$ cat src/rtl/reg_file_scan.sv
// -----------------------------------------------------------------------------
// reg_file_scan
//   Two-read / one-write register file with a handshaked scan-out port that
//   walks every register once, in address order, on request.
//
//   Ports
//     clk        : sole clock, rising edge
//     rst        : asynchronous active-low reset
//     we3/wa3/wd3: write port (enable, address, data)
//     ra1/rd1    : read port 1 (combinational, write-through bypass)
//     ra2/rd2    : read port 2 (combinational, write-through bypass)
//     scan_start : request a full-bank scan-out (honoured only when idle)
//     scan_ready : consumer accepts the current scan word
//     scan_valid : scan_addr/scan_data carry a valid word
//     scan_addr  : address of the current scan word
//     scan_data  : contents of the register at scan_addr
//     scan_busy  : scan engine is not idle
//     scan_done  : one-cycle pulse after the last word is accepted
//
//   Scan FSM
//     state  | meaning
//     -------+-------------------------------------------------------------
//     S_IDLE | waiting for scan_start; scan outputs quiet
//     S_SHOW | presenting register idx_q, advancing on valid & ready
//     S_DONE | one-cycle completion pulse, then back to S_IDLE
// -----------------------------------------------------------------------------
module reg_file_scan #(
  parameter int N       = 8,
  parameter int A       = 3,
  parameter int ZERO_R0 = 1
) (
  input  logic         clk,
  input  logic         rst,
  input  logic         we3,
  input  logic [A-1:0] wa3,
  input  logic [N-1:0] wd3,
  input  logic [A-1:0] ra1,
  input  logic [A-1:0] ra2,
  output logic [N-1:0] rd1,
  output logic [N-1:0] rd2,
  input  logic         scan_start,
  input  logic         scan_ready,
  output logic         scan_valid,
  output logic [A-1:0] scan_addr,
  output logic [N-1:0] scan_data,
  output logic         scan_busy,
  output logic         scan_done
);

  localparam int           D        = 1 << A;
  localparam logic [A-1:0] LAST_IDX = A'(D - 1);

  localparam logic [1:0] S_IDLE = 2'd0;
  localparam logic [1:0] S_SHOW = 2'd1;
  localparam logic [1:0] S_DONE = 2'd2;

  logic [N-1:0] mem_q [D];
  logic [1:0]   state_q, state_d;
  logic [A-1:0] idx_q,   idx_d;
  logic         wr_ok;

  // A write only takes effect (and only bypasses to the read side) when out
  // of reset and not aimed at a hard-wired zero register 0.
  always_comb begin
    wr_ok = rst && we3;
    if ((ZERO_R0 != 0) && (wa3 == '0)) begin
      wr_ok = 1'b0;
    end
  end

  always_ff @(posedge clk or negedge rst) begin
    if (!rst) begin
      for (int i = 0; i < D; i++) begin
        mem_q[i] <= '0;
      end
    end else if (wr_ok) begin
      mem_q[wa3] <= wd3;
    end
  end

  // Shared read path for rd1, rd2 and scan_data: register 0 forced to zero
  // when configured, otherwise the in-flight write wins over stored contents.
  function automatic logic [N-1:0] read_port(input logic [A-1:0] addr);
    if ((ZERO_R0 != 0) && (addr == '0)) begin
      return '0;
    end
    if (wr_ok && (addr == wa3)) begin
      return wd3;
    end
    return mem_q[addr];
  endfunction

  always_comb begin
    rd1 = read_port(ra1);
  end

  always_comb begin
    rd2 = read_port(ra2);
  end

  always_comb begin
    state_d = state_q;
    idx_d   = idx_q;
    case (state_q)
      S_IDLE: begin
        if (scan_start) begin
          state_d = S_SHOW;
          idx_d   = '0;
        end
      end
      S_SHOW: begin
        if (scan_ready) begin
          if (idx_q == LAST_IDX) begin
            state_d = S_DONE;
          end else begin
            idx_d = idx_q + A'(1);
          end
        end
      end
      S_DONE: begin
        // The index only returns to zero here, never by overflow in S_SHOW.
        state_d = S_IDLE;
        idx_d   = '0;
      end
      default: begin
        state_d = S_IDLE;
        idx_d   = '0;
      end
    endcase
  end

  always_ff @(posedge clk or negedge rst) begin
    if (!rst) begin
      state_q <= S_IDLE;
      idx_q   <= '0;
    end else begin
      state_q <= state_d;
      idx_q   <= idx_d;
    end
  end

  always_comb begin
    scan_valid = (state_q == S_SHOW);
    scan_busy  = (state_q != S_IDLE);
    scan_done  = (state_q == S_DONE);
    scan_addr  = idx_q;
    scan_data  = '0;
    if (state_q == S_SHOW) begin
      scan_data = read_port(idx_q);
    end
  end

endmodule

$ cat config.mk
export PLATFORM = sky130hd
export DESIGN_NAME = reg_file_scan
export DESIGN_NICKNAME = d
export VERILOG_FILES = /design/src/rtl/reg_file_scan.sv
export SDC_FILE = /design/constraint.sdc
export NUM_CORES = 1
export LEC_CHECK = 0
export ABC_CLOCK_PERIOD_IN_PS = 2200
export CORE_UTILIZATION = 52
export CTS_CLUSTER_SIZE = 24
export DETAILED_ROUTE_END_ITERATION = 7
export GPL_TIMING_DRIVEN = 0
export PLACE_DENSITY = 0.79
export SYNTH_ARGS = -nofsm -noshare
export SYNTH_HDL_FRONTEND = slang
export SYNTH_SLANG_ARGS = --single-unit
$ cat constraint.sdc
create_clock -name clk -period 2.2 [get_ports clk]
set_input_delay 0.33 -clock clk [delete_from_list [all_inputs] [get_ports clk]]
set_output_delay 0.33 -clock clk [all_outputs]
set_load 0.005 [all_outputs]
# --- Word level (Yosys, flattened, before mapping) ---
# Index checks and enable logic that the tools add are counted.
totals:
  elab_cells: 88
  reg_bits: 69
  inputBits: 22
  output_inout_bits: 30
classes:
  eq_ne: 10
  n_reduce_logical: 13
  magnitude_cmp: 5
  mux: 45
  bitwise: 4
  n_addsub: 1
ops:
  columns: ["cell", "n"]
  rows:
  - ["2-to-1 mux 8 bit", 20]
  - ["binary-select mux 8 bit (select 3 bit)", 3]
  - ["bitwise mux 64 bit", 1]
  - ["demux 8 bit (select 3 bit)", 1]
  - [">= comparator 4 bit, second input constant", 4]
  - ["NOT 3 -> 4 bit", 4]
  - ["zero test 3 bit", 4]
  - ["2-to-1 mux 1 bit", 12]
  - ["== test 3 bit", 3]
  - ["2-to-1 mux 3 bit", 3]
  - ["2-to-1 mux 2 bit", 3]
  - ["!= test 2 bit, second input constant", 3]
  - ["one-hot mux 3 bit (2 select lines)", 1]
  - ["AND reduction 3 bit", 2]
  - ["logical AND 1 bit", 5]
  - ["< comparator 4 x 1 -> 1 bit, second input constant", 1]
  - ["one-hot mux 2 bit (2 select lines)", 1]
  - ["adder 3 x 1 -> 3 bit, second input constant", 1]
  - ["== test 3 bit, second input constant", 1]
  - ["== test 2 x 1 -> 1 bit, second input constant", 1]
  - ["== test 2 bit, second input constant", 1]
  - ["zero test 2 bit", 1]
  - ["!= test 2 x 1 -> 1 bit, second input constant", 1]
  - ["nonzero test 2 bit", 1]

# --- Longest topological paths before layout ---
depth:
  ltp_word: 9
  mapped_depth: 7
  depth_no_buf: 6

# --- Least setup slack after synthesis ---
# OpenSTA, ideal clock, no wires.
synth_path:
  kind: "reg-to-output"
  from: "register idx_q[0] (netlist: scan_addr[0])"
  to: "output port scan_data[0]"
  t_arrival_ps: 1802
  t_required_ps: 1870
  n_path_buf: 2
  path_stages_with_launch: 7
  slack_ps: 68
  path_cell_list: "dfrtp_1 > buf_2 > buf_4 > mux4_2 > mux2_2 > mux2i_1 > nor2_1"
synth_between:
  elab_chain_len: 8
  word_cells_on_any_way: 16
synth_lines:
  columns: ["element", "line", "rtl"]
  rows:
  - ["from (decl)", "59", "logic [A-1:0] idx_q, idx_d;"]
  - ["from (signal assigned)", "138", "idx_q <= idx_d;"]
  - ["== test 3 bit", "87", "if (wr_ok && (addr == wa3)) begin"]
  - ["logical AND 1 bit", "87", null]
  - ["2-to-1 mux 1 bit (2 in series)", "87", null]
  - ["2-to-1 mux 1 bit", "148", "if (state_q == S_SHOW) begin"]
  - ["2-to-1 mux 8 bit", "90", "return mem_q[addr];"]
  - ["2-to-1 mux 8 bit (*)", "87", null]
  - ["2-to-1 mux 8 bit (*)", "148", null]
  - ["to (decl)", "45", "output logic [N-1:0] scan_data,"]
# Every way passes the cells marked *; elsewhere a longest branch is shown, timed or not. The select of a mux whose other input is x is not followed.

# --- Worst setup path in the final report ---
layout_path:
  from: "register idx_q[0] (netlist: scan_addr[0])"
  to: "output port scan_data[3]"
# The elaborated chain is that of the path after synthesis.

==> impl_metrics.xml <==
<?xml version="1.0" encoding="UTF-8"?>
<metrics>
  <group name="final_layout">
    <metric name="filler_cell_count" unit="">594</metric>
    <metric name="most_frequent_standard_cell_in_the_layout_excluding_fill_and_tap_cells" unit="">dfrtp_1</metric>
    <metric name="n_antenna_cell" unit="">0</metric>
    <metric name="most-common-layout-cells" unit="">dfrtp_1 (69), mux2_2 (64), mux4_2 (48)</metric>
    <metric name="finish.cell_count_without_fillers" unit="">513</metric>
    <metric name="fin_nets" unit="">430</metric>
    <metric name="area.growth.synth_to_final" unit="%">22.9</metric>
    <metric name="post_route_cells_drive_above_1_share" unit="%">55.6</metric>
    <metric name="layout.core_utilization" unit="%">67.4</metric>
    <metric name="final_instance_area" unit="µm²">5650</metric>
  </group>
  <group name="place">
    <metric name="post_dp_cell_area" unit="µm²">5080</metric>
    <metric name="hpwlAfterDp" unit="mm">7.47</metric>
    <metric name="gp_congestion" unit="">0.844</metric>
    <metric name="io_buffer_count" unit="">35</metric>
    <metric name="placedCellCount" unit="">467</metric>
  </group>
  <group name="floorplanning">
    <metric name="die_w" unit="µm">96.0</metric>
    <metric name="io_pins" unit="">52</metric>
    <metric name="die_y" unit="µm">96.0</metric>
    <metric name="start_util" unit="%">54.8</metric>
    <metric name="placeableCoreArea" unit="µm²">8380</metric>
    <metric name="fp-row-count" unit="">33</metric>
    <metric name="die-area" unit="µm²">9220</metric>
  </group>
  <group name="power_and_ir_drop">
    <metric name="vdd_drop_max" unit="V">0.000404</metric>
    <metric name="pwr_density_cell" unit="nW/µm²">999</metric>
    <metric name="cellLeakagePower" unit="nW">2.40</metric>
  </group>
  <group name="timing">
    <metric name="rsz0062_at_grt" unit="">true</metric>
    <metric name="slew-limit-headroom" unit="%">28.5</metric>
    <metric name="max_clock_freq" unit="MHz">394</metric>
    <metric name="final_min_period_over_clock_period" unit="%">115</metric>
    <metric name="finalHoldViolations" unit="">69</metric>
    <metric name="setup_viol" unit="">15</metric>
    <metric name="timing.hold.ws" unit="ns">-0.134</metric>
    <metric name="timing_worst_slew_pin_value" unit="ns">1.07</metric>
    <metric name="layout_min_cycle_time" unit="ns">2.54</metric>
    <metric name="clock_skew" unit="ns">0.00399</metric>
    <metric name="postLayoutSetupSlackWorst" unit="ns">-0.339</metric>
    <metric name="drv_slew" unit="">0</metric>
  </group>
  <group name="yosys">
    <metric name="synth_fp_nets" unit="">352</metric>
    <metric name="synthCells" unit="">327</metric>
    <metric name="synthTopCellsByArea" unit="">dfrtp_1 (38%), mux4_2 (24%), mux2_2 (20%)</metric>
    <metric name="netlist.area_leader.share" unit="%">37.6</metric>
    <metric name="synth_area_per_cell" unit="µm²">14.1</metric>
    <metric name="synthesis.yosys.warnings" unit="">0</metric>
    <metric name="syn-cell-area" unit="µm²">4600</metric>
    <metric name="synth.largest_area_cell" unit="">dfrtp_1</metric>
    <metric name="synth-seq-cells" unit="">69</metric>
    <metric name="yosysSeqAreaShare" unit="%">37.6</metric>
    <metric name="synth_cell_types" unit="">30</metric>
  </group>
  <group name="outcome">
    <metric name="run_status" unit="">finished with violations</metric>
    <metric name="failing_checks" unit="">negative hold slack, negative setup slack</metric>
  </group>
  <group name="global_routing">
    <metric name="gr-usage-all-layers" unit="%">30.3</metric>
    <metric name="antenna_found_initial" unit="">0</metric>
    <metric name="wire_length_of_the_first_global_routing_pass" unit="mm">19.4</metric>
    <metric name="pin_count_of_the_biggest_net_entering_global_routing" unit="">72</metric>
    <metric name="globalRoute.totalOverflow" unit="">0</metric>
    <metric name="number_of_global_route_vias_before_repair" unit="">3417</metric>
  </group>
  <group name="critical_path">
    <metric name="crit_chain" unit="">buf_12 -&gt; buf_8 -&gt; buf_6 -&gt; mux4_2 -&gt; mux2_4 -&gt; mux2i_1 -&gt; nor2_1 -&gt; buf_2</metric>
    <metric name="critical_path_s_largest_stage_delay" unit="ns">0.47</metric>
    <metric name="cp_max_fo" unit="">5</metric>
    <metric name="cp_data_arrival_time" unit="ns">2.21</metric>
    <metric name="critical_path_required" unit="ns">1.87</metric>
    <metric name="start_to_end_type_of_the_worst_setup_path" unit="">register to primary output</metric>
    <metric name="element_type_at_the_critical_path_start" unit="">register</metric>
    <metric name="critPathCaptureType" unit="">primary output</metric>
    <metric name="cell_with_the_biggest_individual_delay_on_the_critical_path" unit="">mux4_2</metric>
  </group>
  <group name="clocking">
    <metric name="cts-buffers-inserted" unit="">9</metric>
    <metric name="ctsRootBufferMaster" unit="">clkbuf_8</metric>
    <metric name="tritoncts_clock_tree" unit="">built</metric>
    <metric name="clkLatencyLatePin" unit="ns">0.35</metric>
    <metric name="tritoncts_num_sinks" unit="">69</metric>
    <metric name="clkTransAtPathRegs" unit="ns">0.08</metric>
    <metric name="cts_max_level" unit="">3</metric>
    <metric name="maximum_number_of_buffers_from_clock_root_to_sink" unit="">2</metric>
  </group>
  <group name="route">
    <metric name="drc_errors" unit="">0</metric>
    <metric name="wl_per_cell" unit="µm">25.3</metric>
    <metric name="detailedRoute.firstPassIterationCount" unit="">5</metric>
    <metric name="vias_per_cell" unit="">6.62</metric>
    <metric name="ant_nets" unit="">0</metric>
    <metric name="drt_wl_total" unit="mm">13.0</metric>
    <metric name="drt-initial-drc-count" unit="">244</metric>
    <metric name="vias" unit="">3398</metric>
  </group>
  <group name="flow_run">
    <metric name="max_cap_viol_count" unit="">0</metric>
  </group>
  <group name="hold_path">
    <metric name="worst_hold_path_type" unit="">input pin to asynchronous set/reset pin</metric>
  </group>
</metrics>
==> flip-flops by register name, summed over array words and instances, names as in the netlist <==
| register | count |
|---|---|
| mem_q | 64 |
| scan_addr | 3 |
| state_q | 2 |
==> worst max-delay path: cells and delay by family, from the launching register on <==
family,cells,cell delay [ns]
muxes,3,0.86
DFF,1,0.40
and+or+nand+nor,1,0.06
buffers and inverters,4,0.52
==> cells in the mapped netlist <==
cell type / count
a22oi_1: 2
a311oi_1: 1
and2_1: 1
and3_1: 1
buf_1: 9
buf_2: 7
buf_4: 4
buf_6: 1
clkbuf_1: 12
clkbuf_2: 1
dfrtp_1: 69
ha_1: 3
inv_1: 2
inv_2: 1
mux2_2: 80
mux2i_1: 26
mux4_2: 48
nand2_1: 1
nand2b_1: 2
nand3_1: 1
nor2_1: 31
nor2b_1: 3
nor3_1: 2
nor3_2: 3
nor4_4: 3
o21ai_0: 1
o311ai_4: 1
or2_2: 1
or3_1: 1
xor2_1: 9
==> routing by layer <==
| metal | track usage, % | routed length, µm | share of wire [%] | up-vias |
|---|---|---|---|---|
| li1 | - | - | - | 1395 |
| met1 | 40.9 | 5280 | 41 | 1763 |
| met2 | 47.8 | 6180 | 48 | 201 |
| met3 | 5.37 | 1040 | 8.0 | 39 |
| met4 | 13.9 | 487 | 3.7 | 0 |
| met5 | 0 | 0 | 0 | - |
==> cell type report <==
cell class              instances  area (µm²)  share of cell area [%]
multi-input cells             221        2790                    49.4
flip-flops and latches         69        1730                    30.6
clock buffers                  12         145                    2.57
inverters                       3        11.3                   0.199
plain buffers                  34         268                    4.74
well taps                     105         131                    2.33
repair buffers                 67         541                    9.57
clock inverters                 2        35.0                   0.620
==> worst paths after layout <==
check | from | endpoint | slack (ns) | depth (start not counted)
max in group asynchronous | rst | mem_q[38]$_DFFE_PN0P_ | 2.00 | 1
worst min-delay path | rst | mem_q[49]$_DFFE_PN0P_ | -0.13 | 1
worst min register to register | mem_q[59]$_DFFE_PN0P_ | mem_q[59]$_DFFE_PN0P_ | 0.51 | 1
worst max-delay path | scan_addr[0]$_DFFE_PN0P_ | scan_data[3] | -0.34 | 8
worst max register to register | scan_addr[0]$_DFFE_PN0P_ | scan_addr[2]$_DFFE_PN0P_ | 0.56 | 7
min in group clk | mem_q[59]$_DFFE_PN0P_ | mem_q[59]$_DFFE_PN0P_ | 0.51 | 1
==> power breakdown <==
group / internal (mW) / leakage, nW / total (mW) / switching (mW)
registers: 1.55 / 0.860 / 1.81 / 0.265
clock network: 0.542 / 0.0923 / 1.02 / 0.477
logic: 1.67 / 1.45 / 2.81 / 1.14
==> cells by family (layout without fill, tap and decap cells) <==
| kind of cell | after synthesis | after routing | share of synthesized area, % |
|---|---|---|---|
| buffers and inverters | 37 | 118 | 3.73 |
| muxes | 154 | 154 | 48.8 |
| AOI/OAI and AO/OA | 5 | 5 | 1.20 |
| and+or+nand+nor | 50 | 50 | 6.21 |
| DFF | 69 | 69 | 37.6 |
| xor gates and xnor gates | 9 | 9 | 1.71 |
| adders and majority gates | 3 | 3 | 0.817 |
==> repair_timing <==
| action | 4_1_cts | 5_1_grt |
|---|---|---|
| resized for setup | 149 | 19 |
| pin swaps | 6 | 8 |
| setup endpoints to repair | 80 | 24 |
| gates cloned | 1 | 0 |
| hold endpoints to repair | 69 | 69 |
| buffers inserted | 30 | 1 |
==> stage by stage <==
stage	worst slack (ns)	power, mW	setup TNS [ns]
after floorplan	0.0685	3.34	0
after global placement	-3.86	4.12	-370.79
after detailed placement	-1.42	4.21	-65.70
after CTS	-0.326	5.48	-2.76
after global routing	-0.416	5.90	-4.32
final	-0.339	5.64	-3.10
Power figures use the tool's default switching activity.
